`src/rtl/regfile_sb_pkg.sv`:
```
// regfile_sb_pkg
//   Shared constants for the scoreboarded register file: default geometry,
//   address-width derivation and the value returned for unmapped reads.
package regfile_sb_pkg;

  localparam int RF_WIDTH_DEF = 16;
  localparam int RF_DEPTH_DEF = 8;

  // Unmapped read addresses return every bit at this level.
  localparam logic RD_OOR_BIT = 1'b0;

  // Address width for a given depth; depth is always >= 2, but stay
  // well-defined for depth 1 so elaboration never sees a zero-width bus.
  function automatic int rf_aw(input int depth);
    return (depth < 2) ? 1 : $clog2(depth);
  endfunction

endpackage

```
`src/rtl/regfile_cell.sv`:
```
// regfile_cell
//   W-bit storage element with asynchronous active-low clear and load enable.
//   Ports:
//     clk    in   rising-edge clock
//     clr_n  in   asynchronous clear, active low
//     en     in   load enable
//     d      in   W  load data
//     q      out  W  stored value
module regfile_cell #(
  parameter int W = 16
) (
  input  logic         clk,
  input  logic         clr_n,
  input  logic         en,
  input  logic [W-1:0] d,
  output logic [W-1:0] q
);

  logic [W-1:0] q_d, q_q;

  always_comb begin
    q_d = q_q;
    if (en) q_d = d;
  end

  always_ff @(posedge clk or negedge clr_n) begin
    if (!clr_n) q_q <= '0;
    else        q_q <= q_d;
  end

  assign q = q_q;

endmodule

```
`src/rtl/regfile_sb.sv`:
```
// regfile_sb
//   DEPTH x WIDTH register file, two combinational read ports, optional
//   same-cycle write-to-read bypass, and a per-register pending-write
//   scoreboard used by the controller to stall on unwritten operands.
//   Ports:
//     clk                 in   rising-edge clock
//     reset_n             in   asynchronous reset, active low
//     data_in/writenum    in   write data / address, committed when write=1
//     readnum_a/_b        in   read addresses
//     data_out_a/_b       out  read data (0 for unmapped addresses)
//     ready_a/_b          out  addressed register has no pending write
//     issue/issuenum      in   mark issuenum busy at the next edge
//     busy                out  DEPTH-bit scoreboard
module regfile_sb
  import regfile_sb_pkg::*;
#(
  parameter int WIDTH  = RF_WIDTH_DEF,
  parameter int DEPTH  = RF_DEPTH_DEF,
  parameter int AW     = rf_aw(DEPTH),
  parameter int BYPASS = 1
) (
  input  logic             clk,
  input  logic             reset_n,
  input  logic [WIDTH-1:0] data_in,
  input  logic [AW-1:0]    writenum,
  input  logic             write,
  input  logic [AW-1:0]    readnum_a,
  input  logic [AW-1:0]    readnum_b,
  output logic [WIDTH-1:0] data_out_a,
  output logic [WIDTH-1:0] data_out_b,
  output logic             ready_a,
  output logic             ready_b,
  input  logic             issue,
  input  logic [AW-1:0]    issuenum,
  output logic [DEPTH-1:0] busy
);

  localparam logic BYP_EN = (BYPASS != 0);

  // One-hot decodes. Addresses >= DEPTH match no index, so out-of-range
  // writes/issues fall away and out-of-range reads select nothing.
  logic [DEPTH-1:0]            we, iss, sel_a, sel_b;
  logic [DEPTH-1:0][WIDTH-1:0] regs;
  logic [DEPTH-1:0]            busy_d, busy_q;

  for (genvar i = 0; i < DEPTH; i++) begin : g_reg
    assign we[i]    = write && (writenum  == AW'(i));
    assign iss[i]   = issue && (issuenum  == AW'(i));
    assign sel_a[i] = (readnum_a == AW'(i));
    assign sel_b[i] = (readnum_b == AW'(i));

    regfile_cell #(.W(WIDTH)) u_cell (
      .clk   (clk),
      .clr_n (reset_n),
      .en    (we[i]),
      .d     (data_in),
      .q     (regs[i])
    );
  end

  // Scoreboard: a write retires the pending mark, an issue on the same edge
  // re-arms it because that newer write is still outstanding.
  always_comb begin
    busy_d = busy_q;
    for (int i = 0; i < DEPTH; i++) begin
      busy_d[i] = iss[i] | (busy_q[i] & ~we[i]);
    end
  end

  regfile_cell #(.W(DEPTH)) u_busy (
    .clk   (clk),
    .clr_n (reset_n),
    .en    (1'b1),
    .d     (busy_d),
    .q     (busy_q)
  );

  assign busy = busy_q;

  // Stored-value read muxes; the default covers unmapped addresses.
  logic [WIDTH-1:0] rd_a, rd_b;

  always_comb begin
    rd_a = {WIDTH{RD_OOR_BIT}};
    rd_b = {WIDTH{RD_OOR_BIT}};
    for (int i = 0; i < DEPTH; i++) begin
      if (sel_a[i]) rd_a = regs[i];
      if (sel_b[i]) rd_b = regs[i];
    end
  end

  // Bypass hit: a valid write targets the port's register this cycle.
  // Disabled in reset so the ports read 0 even with write held high.
  logic byp_a, byp_b, iss_a, iss_b, bsy_a, bsy_b;

  always_comb begin
    byp_a = BYP_EN && reset_n && (|(we & sel_a));
    byp_b = BYP_EN && reset_n && (|(we & sel_b));
    iss_a = |(iss & sel_a);
    iss_b = |(iss & sel_b);
    bsy_a = |(busy_q & sel_a);
    bsy_b = |(busy_q & sel_b);
  end

  always_comb begin
    data_out_a = rd_a;
    data_out_b = rd_b;
    if (!reset_n) begin
      data_out_a = '0;
      data_out_b = '0;
    end else begin
      if (byp_a) data_out_a = data_in;
      if (byp_b) data_out_b = data_in;
    end
  end

  // A bypassed write satisfies the operand now, unless a fresh issue to the
  // same register is opening another pending write this cycle.
  always_comb begin
    ready_a = ~bsy_a;
    ready_b = ~bsy_b;
    if (!reset_n) begin
      ready_a = 1'b1;
      ready_b = 1'b1;
    end else begin
      if (byp_a && !iss_a) ready_a = 1'b1;
      if (byp_b && !iss_b) ready_b = 1'b1;
    end
  end

endmodule

```
`config.mk`:
```
export PLATFORM = sky130hd
export DESIGN_NAME = regfile_sb
export DESIGN_NICKNAME = d
export VERILOG_FILES = /design/src/rtl/regfile_sb_pkg.sv /design/src/rtl/regfile_cell.sv /design/src/rtl/regfile_sb.sv
export SDC_FILE = /design/constraint.sdc
export NUM_CORES = 1
export LEC_CHECK = 0
export CAP_MARGIN = 20
export CORE_ASPECT_RATIO = 0.6
export CORE_MARGIN = 2
export CORE_UTILIZATION = 50
export DETAILED_ROUTE_END_ITERATION = 12
export DONT_BUFFER_PORTS = 1
export PLACE_DENSITY = 0.77
export SLEW_MARGIN = 40
export SYNTH_ARGS = -nofsm -noshare
export SYNTH_HDL_FRONTEND = slang
export SYNTH_SLANG_ARGS = --single-unit
export TNS_END_PERCENT = 5
```
`constraint.sdc`:
```
create_clock -name clk -period 2.1 [get_ports clk]
set_input_delay 0.42 -clock clk [delete_from_list [all_inputs] [get_ports clk]]
set_output_delay 0.42 -clock clk [all_outputs]
set_load 0.02 [all_outputs]
```
==> metrics.yaml <==
worst_setup_path:
  path_class: "register to primary output"
  r2r_start: "u_busy.q[0]"
  start_kind: "register"
  cp_data_arrival_time_ns: 1.81
  cp_max_fo: 3
  crit_path_end_kind: "primary output"
  r2r-end: "u_busy.q[0]"
  required_ns: 1.68
  rr_worst_depth: 2
  r2r_slack_ns: 1.18
floorplan:
  die_w_um: 173
  core_region_area_um2: 16500
  die_y_um: 105
  initial_core_util: 0.519
  rows: 36
  io_pins: 74
  fp.dieArea_um2: 18200
timing:
  grt_setup_unrepaired: "yes"
  max_freq_mhz: 448
  skew_ns: 0
  finalCritPeriodShare: 1.06
  relSlewSlack: 0.527
  fin_crit_ns: 2.23
  totalNegativeSetupSlack_ns: -2.62
  fin_ws_ns: -0.131
  setup_viol: 34
  hold_violations: 136
  worstMarginPinSlew_ns: 0.709
  hold_slack_ns: -0.311
  drv_slew: 0
logic_synthesis:
  syn_nets: 745
  synth_edf_count: 0
  synth_top_area_share: 0.398
  synthAdderAreaFrac: 0
  synth_area_per_cell_um2: 12.0
  syn_area_um2: 8550
  synth_xor_area_frac: 0.00922
  synth-main-ff-cell: "dfrtp_1"
  synth_top_family_by_area: "multiplexers"
  yosys.area.top_type: "dfrtp_1"
  async_flop_share: 1.00
  yosysSeqAreaShare: 0.398
  synth_cell_types: 67
  yosysWarnings: 0
  synth_seq_cells: 136
  post_synth_and_or_nand_nor_area_fraction: 0.0806
  muxShareOfSynthArea: 0.337
  ys_top_cells_by_area: "dfrtp_1 (40%), mux2_2 (18%), mux4_2 (11%)"
  syn_inst: 713
  synth-compound-area-share: 0.117
cts:
  insertion_delay_ns: 0.42
  clock-sinks: 136
  cts_tree: "done"
  cts_buffer_depth: 2
  htree_levels: 4
  cts_root_buf: "clkbuf_16"
  path_clk_slew_ns: 0.06
  cts_buffers: 17
power:
  finalPower_uw: 9180
  power.density_nw_per_um2: 911
  p_leak_uw: 0.00403
  irDropWorstVdd_mv: 0.555
global_route:
  grt_util_all_layers: 0.274
  grt_overflow: 0
  grt_max_degree: 146
  grt_pass1_vias: 6502
  grt_pass1_wl_um: 38200
  grt_antenna_before_repair: 0
outcome:
  status: "finished with violations"
  violations: "hold timing, setup timing"
flow_run:
  max_cap_viol_count: 0
place:
  dp_hpwl_um: 15300
  placed_cell_area_um2: 9130
  port_buffers: 0
  place_congestion: 0.889
drt:
  routed-wl-met2_um: 11200
  postRouteAntennaNets: 0
  drc: 0
  wirelength_um: 24600
  drtPass1Iterations: 5
  via_per_inst: 6.60
  met1_length_um: 10300
  drtIter0Drc: 755
  wl_per_cell_um: 25.3
  dr_total_vias: 6426
  highest_layer: "met4"
  dr_wl_met3_um: 2520
worst_hold_path:
  hp-class: "input pin to asynchronous set/reset pin"
final_layout:
  utilization: 0.612
  final_common_cell: "mux2_2"
  final_cell_mix: "mux2_2 (136), dfrtp_1 (132), buf_4 (64), mux4_2 (41), mux2i_1 (31)"
  fin_nets: 765
  multi_input_area_um2: 5080
  area_delta_synth_final_pct: 17.9
  drive_above_1_share: 0.498
  regArea_um2: 3410
  finalInstanceArea_um2: 10100
  num-fill-cells: 1252
  antenna_cells: 0
## metrics by stage
stage	cells	worst slack, ns	hold slack [ns]
2_1_floorplan	713	-0.156	0.124
3_3_place_gp	939	-0.0658	0.128
3_5_place_dp	939	-0.192	0.129
4_1_cts	973	-0.132	-0.326
5_1_grt	973	-0.202	-0.331
6_report	973	-0.131	-0.311
## state kept, by name, summed over array words and instances (netlist names)
| register | cells |
|---|---|
| g.u_cell.q | 128 |
| u_busy.q | 8 |
## synthesized netlist by cell type, drive strengths merged, types with 8 or more instances
cell and instances:
and2 8, mux4 41, a21oi 42, inv 12
o21ai 34, nor2 16, mux2i 40, buf 60
nor2b 12, a211oi 19, clkbuf 16, nand3 8
dfrtp 136, nand2b 15, nand2 28, mux2 138
## worst max-delay path, stage by stage, from the launching register on
cell and delay (ns):
dfrtp_1 0.40, mux4_2 0.47, mux2i_1 0.17, buf_4 0.16
a211oi_4 0.05, buf_6 0.14
## where the power goes
part,total [µW],internal [µW],leakage [µW],switching (µW)
combinational,2320,1380,0.00211,934
sequential,3690,3200,0.00162,487
clock,3180,1910,0.000290,1270
## logic make-up after synthesis
group / Yosys count
multiplexers: 219
AO/OA/AOI/OAI: 145
flip-flops: 136
AND/OR/NAND/NOR: 116
buffers and inverters: 88
XOR/XNOR: 9
## how the worst max path moves through the flow
stage	from	endpoint	slack, ns
2_1_floorplan	readnum_a[1]	data_out_a[10]	-0.16
6_report	g_reg[2].u_cell.q[7]	data_out_a[7]	-0.13
3_5_place_dp	readnum_a[0]	data_out_a[10]	-0.19
3_3_place_gp	readnum_a[0]	data_out_a[4]	-0.07
4_1_cts	g_reg[3].u_cell.q[7]	data_out_a[7]	-0.13
5_1_grt	g_reg[4].u_cell.q[12]	data_out_b[12]	-0.20
## final cells by class
class	count	share of cell area
Tap cell	228	0.0283
Timing Repair Buffer	77	0.0648
Clock inverter	13	0.0169
Clock buffer	18	0.0436
Sequential cell	136	0.338
Inverter	12	0.00447
Multi-Input combinational cell	489	0.504
## routing by layer
metal | vias to the layer above | GRT usage
li1 | 2706 | -
met1 | 3286 | 0.393
met2 | 384 | 0.411
met3 | 50 | 0.0675
met4 | 0 | 0.0866
met5 | - | 0
## what timing repair did
| item | 4_1_cts | 5_1_grt |
|---|---|---|
| buffers inserted | 3 | 0 |
| gates resized for setup | 47 | 23 |
| hold endpoints to repair | 136 | 136 |
| pin swaps | 15 | 7 |
| endpoints found under the setup margin | 34 | 34 |
No activity file was read; power rests on OpenSTA's default activity.
